[src/rtl/lc3_mem_port.sv]
// LC-3 MAR/MDR memory port: latches address/data and runs req/ack memory transactions, stalling the controller.
// Optional feature: define MEM_TIMEOUT_EN to abort transactions that are not acknowledged within TIMEOUT_CYCLES.
module lc3_mem_port #(
  parameter int unsigned ADDR_W         = 16,
  parameter int unsigned DATA_W         = 16,
  parameter int unsigned TIMEOUT_CYCLES = 64
) (
  input  logic              clk,
  input  logic              rst,
  input  logic              ldMAR,
  input  logic              ldMDR,
  input  logic              selMDR,
  input  logic              enaMDR,
  input  logic              memWE,
  input  logic [DATA_W-1:0] busIn,
  output logic [DATA_W-1:0] busOut,
  output logic              busOutEn,
  output logic              stall,
  output logic              mem_req,
  output logic              mem_we,
  output logic [ADDR_W-1:0] mem_addr,
  output logic [DATA_W-1:0] mem_wdata,
  input  logic [DATA_W-1:0] mem_rdata,
  input  logic              mem_ack,
  output logic              bus_err
);

  typedef enum logic {
    IDLE = 1'b0,
    REQ  = 1'b1
  } state_e;

  if (TIMEOUT_CYCLES == 0) begin : g_timeout_chk
    $error("TIMEOUT_CYCLES must be non-zero");
  end

  state_e            state_q, state_d;
  logic [ADDR_W-1:0] mar_q, mar_d;
  logic [DATA_W-1:0] mdr_q, mdr_d;
  logic              mem_we_q, mem_we_d;
  logic              bus_err_q, bus_err_d;
  // Set when an access finishes; blocks restarts until the command level drops.
  logic              cmd_done_q, cmd_done_d;

  logic rd_cmd;
  logic wr_cmd;
  logic bus_load;

`ifdef MEM_TIMEOUT_EN
  localparam int unsigned TMR_W = (TIMEOUT_CYCLES > 1) ? $clog2(TIMEOUT_CYCLES) : 1;
  localparam logic [DATA_W-1:0] ABORT_DATA = DATA_W'(16'hDEAD);
  logic [TMR_W-1:0] timer_q, timer_d;
`endif

  assign rd_cmd   = ldMDR & selMDR;
  assign wr_cmd   = memWE;
  assign bus_load = ldMAR | (ldMDR & ~selMDR);

  // State and datapath registers
  always_ff @(posedge clk or posedge rst) begin
    if (rst) begin
      state_q    <= IDLE;
      mar_q      <= '0;
      mdr_q      <= '0;
      mem_we_q   <= 1'b0;
      bus_err_q  <= 1'b0;
      cmd_done_q <= 1'b0;
    end else begin
      state_q    <= state_d;
      mar_q      <= mar_d;
      mdr_q      <= mdr_d;
      mem_we_q   <= mem_we_d;
      bus_err_q  <= bus_err_d;
      cmd_done_q <= cmd_done_d;
    end
  end

`ifdef MEM_TIMEOUT_EN
  always_ff @(posedge clk or posedge rst) begin
    if (rst) begin
      timer_q <= '0;
    end else begin
      timer_q <= timer_d;
    end
  end
`endif

  // Next-state, datapath updates and stall
  always_comb begin
    state_d    = state_q;
    mar_d      = mar_q;
    mdr_d      = mdr_q;
    mem_we_d   = mem_we_q;
    bus_err_d  = bus_err_q;
    cmd_done_d = cmd_done_q;
    stall      = 1'b0;
`ifdef MEM_TIMEOUT_EN
    timer_d    = timer_q;
`endif

    case (state_q)
      IDLE: begin
        if ((rd_cmd || wr_cmd) && !cmd_done_q) begin
          // Start an access; MAR/MDR stay frozen from this edge on.
          stall    = 1'b1;
          state_d  = REQ;
          mem_we_d = ~rd_cmd;
          if (rd_cmd && wr_cmd) begin
            bus_err_d = 1'b1;
          end
`ifdef MEM_TIMEOUT_EN
          timer_d  = '0;
`endif
        end else begin
          if (!(rd_cmd || wr_cmd)) begin
            cmd_done_d = 1'b0;
          end
          if (ldMAR) begin
            mar_d = ADDR_W'(busIn);
          end
          if (ldMDR && !selMDR) begin
            mdr_d = busIn;
          end
        end
      end

      REQ: begin
        if (bus_load) begin
          bus_err_d = 1'b1;
        end
        if (mem_ack) begin
          if (!mem_we_q) begin
            mdr_d = mem_rdata;
          end
          state_d    = IDLE;
          cmd_done_d = 1'b1;
        end else begin
`ifdef MEM_TIMEOUT_EN
          if (timer_q == TMR_W'(TIMEOUT_CYCLES - 1)) begin
            // Abort: release the controller and flag the failure.
            if (!mem_we_q) begin
              mdr_d = ABORT_DATA;
            end
            bus_err_d  = 1'b1;
            state_d    = IDLE;
            cmd_done_d = 1'b1;
          end else begin
            stall   = 1'b1;
            timer_d = timer_q + TMR_W'(1);
          end
`else
          stall = 1'b1;
`endif
        end
      end

      default: begin
        state_d = IDLE;
      end
    endcase
  end

  assign mem_req   = (state_q == REQ);
  assign mem_we    = mem_we_q;
  assign mem_addr  = mar_q;
  assign mem_wdata = mdr_q;
  assign bus_err   = bus_err_q;
  assign busOut    = enaMDR ? mdr_q : '0;
  assign busOutEn  = enaMDR;

endmodule
[config.mk]
export PLATFORM = sky130hd
export DESIGN_NAME = lc3_mem_port
export DESIGN_NICKNAME = d
export VERILOG_FILES = /design/src/rtl/lc3_mem_port.sv
export SDC_FILE = /design/constraint.sdc
export NUM_CORES = 1
export LEC_CHECK = 0
export ABC_AREA = 1
export CORE_ASPECT_RATIO = 0.9
export CORE_MARGIN = 1.5
export CORE_UTILIZATION = 44
export CTS_CLUSTER_DIAMETER = 30
export CTS_CLUSTER_SIZE = 10
export DETAILED_ROUTE_END_ITERATION = 8
export HOLD_SLACK_MARGIN = 0.02
export PLACE_DENSITY_LB_ADDON = 0.2
export SLEW_MARGIN = 0
export SYNTH_ARGS = -nofsm -noshare
export SYNTH_HDL_FRONTEND = slang
export SYNTH_SLANG_ARGS = --single-unit
[constraint.sdc]
create_clock -name clk -period 3.3 [get_ports clk]
set_input_delay 0.495 -clock clk [delete_from_list [all_inputs] [get_ports clk]]
set_output_delay 0.495 -clock clk [all_outputs]
set_load 0.01 [all_outputs]
==> results by stage <==
Status:
- The flow ran to the end, and the final reports show no timing, DRC or antenna violations.

STA:
- The worst relative slew slack is 0.627.
- Setup repair after global routing left no endpoint under its margin.
- The portion of the clock cycle consumed by the worst path in the final layout is 0.799.
- Between clock sinks in the finished design, the worst skew comes to 12.5 ps.
- After routing, the total negative slack on setup checks comes to 0 ps.
- At the pin with the least slew margin, the transition time is about 560 ps.
- The number of pins exceeding their max-slew limit in the final report is 0.
- The count of endpoints failing hold in the final timing report is 0.
- The highest clock rate is around 0.38 GHz.
- For the finished layout, the period the worst path requires is ~2600 ps.
- Hold is met by around 470 ps.
- Setup violations remaining at the end of the flow were counted as 0.

GRT:
- The number of antenna violations at the first check in global routing is 0.
- The maximum number of pins on one net before global-route repair is 37.
- The global-route wire length before repair is 8060 um.
- The via count of the first global-routing pass is 1821.
- The all-layer global routing usage is 0.217.
- Global routing finished with a remaining overflow of 0.

Clocking:
- After clock tree synthesis, the setup repair step added 0 buffers.
- The H-tree generated during clock tree synthesis spans 2 levels.
- The hold buffer count at cts is 0.
- The number of CTS-inserted buffers is 5.
- For the worst-skew pair, the clock arrives at the later sink with an insertion delay of roughly 290 ps.
- TritonCTS built the clock tree.
- The clock passes through at most 2 buffers.
- The clock tree root buffer cell is clkbuf_8.
- The TritonCTS sink count is 36.
- The count of cells resized by post-cts repair is 0.
- Clock-pin slew was measured on the worst setup and hold paths at 70 ps.

Setup path:
- The category of the most critical setup path is input pin to primary output.
- Across all register-to-register paths, the minimum setup slack is 1640 ps.
- The number of buffer and inverter stages on the critical path is 2.
- The required time at the worst-slack endpoint is 2800 ps.
- Grouping stages by cell kind, the critical path spends the most delay in buffers and inverters.
- The worst-case reg-to-reg path depth is 7.
- The worst register-to-register path begins at mem_req$_DFF_PP0_.
- The worst setup path is launched from an input pin.
- The largest single stage delay on the critical path is 550 ps.
- The capturing point of the worst reg2reg path is mem_wdata[0]$_DFFE_PP0P_.
- The data arrival time of the worst path is 2140 ps.
- The cell that appears most often on the critical path is clkdlybuf4s50_1.
- Walking the worst path, the cells encountered are clkdlybuf4s50_1 > nand2_2 > nand2_4 > nand3_4 > o21ai_2 > clkdlybuf4s50_1.
- The cell with the biggest individual delay on the critical path is clkdlybuf4s50_1.
- The kind of capture point of the worst setup path is a primary output.
- The maximum fanout along the worst path is 20.

Flow run:
- The count of maximum capacitance violations is 0.

Synthesis:
- The cell area after technology mapping is 0.00197 mm^2.
- In the post-synthesis netlist, the cell with the most instances is nand2_1.
- The sequential fraction of the synthesis area is 0.457.
- Of the post-synthesis cell area, the dominant cell type holds 0.457.
- The commonest cells after synthesis are 131 x nand2_1, 36 x dfrtp_1, 24 x inv_1, 17 x nand4_1, 11 x nand3_2.
- After technology mapping, the gate count stands at ~260.
- The count of cell types in the netlist is 20.
- In this run, synthesis produced a sequential element count of 36.
- By area the synthesized netlist is led by dfrtp_1 46%, nand2_1 25%, nand3_2 5.6%, nand4_1 5.4%, inv_1 4.6%.
- The post-synth net total is 296.
- The synthesized design contains 0 enable-type register cells.
- The most used flip-flop cell after synthesis is dfrtp_1.
- Dividing the synthesized area by the synthesized cell count gives 7.69 um^2.
- The dominant cell type by area after synthesis is dfrtp_1.
- The count of warnings emitted by yosys is 0.
- The fraction of registers with async set/reset is 1.00.

Placement:
- The final estimated routing congestion in global placement is 0.821.
- In this run the tool buffered the top-level ports with 92 buffer cells.
- Summed over all nets, the half-perimeter wirelength after detailed placement is between 3000 and 4000 um.

Floorplanning:
- The full die area is between 0.004 and 0.005 mm^2.
- For this configuration, the core starts out at a cell density of 0.471.
- From bottom edge to top edge, the die measures ~66 um.
- Measured along the x axis, the die boundary spans 73.5 um.
- The site row count is 22.
- The core outline area is 0.00418 mm^2.
- Pin placement for this block handled 93 I/O pins.

Drt:
- The final wirelength is just over 5000 um.
- The number of iterations in the first detailed-routing pass is 4.
- The DRC marker count from the first detailed-route iteration is 86.
- Dividing the detail-routed wire length by the instance count gives 12.5 um.
- For this run, design rule violations remaining after detail routing come to 0.
- In the routed layout, each cell is associated on average with a via count of 4.83.
- The via count of the routed design is 1952.
- The number of nets with antenna violations after routing is 0.

Power and ir drop:
- For this design the ratio of total power to cell area is roughly 840 mW/mm^2.
- Summed over all cells, the static leakage comes to 1.55 nW.
- The worst-case IR drop observed on VDD is 493 uV.

Worst hold path:
- Counting instances, the worst hold path has a depth of 2.
- The path class of the tightest hold or removal check is register to register.
- The worst hold path terminates at mem_addr[5]$_DFFE_PP0P_.
- The worst min-delay path startpoint is mem_addr[5]$_DFFE_PP0P_.

Final layout:
- The filler cells instantiated in the layout total 377.
- The net total in the final layout is 383.
- Of the cells placed in the final design, the portion with a size suffix greater than 1 is 0.0901.
- The number of antenna diodes in the final layout is 0.
- The synthesis-to-finish area growth is 51.5%.
- For this run, the share of the core covered by cells in the final layout is 0.713.
## worst min-delay path, cell delays in order (launching register included)
cell     delay (ps)
dfrtp_1         340
nand2_1          50
nand2_1          50
## layout by cell type (no fill, tap or decap), types with 2 or more instances in the layout
| master | instances |
|---|---|
| buf_4 | 4 |
| clkbuf_8 | 5 |
| clkdlybuf4s50_1 | 92 |
| dfrtp_1 | 36 |
| inv_1 | 24 |
| nand2_1 | 131 |
| nand2_4 | 4 |
| nand3_1 | 8 |
| nand3_2 | 11 |
| nand4_1 | 17 |
| o21ai_0 | 2 |
## per-stage QoR
stage	setup WS, ps	total power, W	cell area, um^2	instances
2_1_floorplan	1730	0.00152	1970	256
3_3_place_gp	673	0.00209	2870	396
3_5_place_dp	661	0.00211	2870	396
4_1_cts	651	0.00251	2980	404
5_1_grt	546	0.00269	2980	404
6_report	663	0.00249	2980	404
## how the worst max path moves through the flow
stage                      start  endpoint  slack, ps  cells past startpoint
after global routing       ldMDR     stall        550                      6
final                      ldMDR     stall        660                      6
after floorplan           selMDR     stall       1730                      6
after CTS                  ldMDR     stall        650                      6
after detailed placement   ldMDR     stall        660                      6
after global placement     ldMDR     stall        670                      6
## layout make-up
type,instances,area (um^2),area share
Clock inverter,3,42.5,0.0143
Clock buffer,5,68.8,0.0231
Multi-Input combinational cell,179,852,0.286
Timing Repair Buffer,96,951,0.319
Inverter,25,93.8,0.0314
Tap cell,60,75.1,0.0252
Sequential cell,36,901,0.302
## per-layer routing
metal | track usage | wire length (um) | up-vias
li1 | - | - | 965
met1 | 0.283 | 2160 | 897
met2 | 0.345 | 2360 | 79
met3 | 0.0575 | 443 | 11
met4 | 0.0810 | 80 | 0
met5 | 0 | 0 | -
## kinds of logic after synthesis
| family | count (synthesis) | share of synthesized area |
|---|---|---|
| AND/OR/NAND/NOR | 175 | 0.421 |
| buffers and inverters | 41 | 0.110 |
| flip-flops | 36 | 0.457 |
| AO/OA/AOI/OAI | 4 | 0.0121 |
## registers in the layout, summed over array words and instances, names as in the netlist
register    cells
mem_addr       16
mem_we          1
bus_err         1
mem_req         1
mem_wdata      16
cmd_done_q      1
## power breakdown
| group | internal [W] | switching (W) |
|---|---|---|
| Sequential | 0.000643 | 0.000124 |
| Clock | 0.000224 | 0.000164 |
| Combinational | 0.000649 | 0.000691 |
| Total | 0.00152 | 0.000979 |
(Power assumes the default switching activity.)
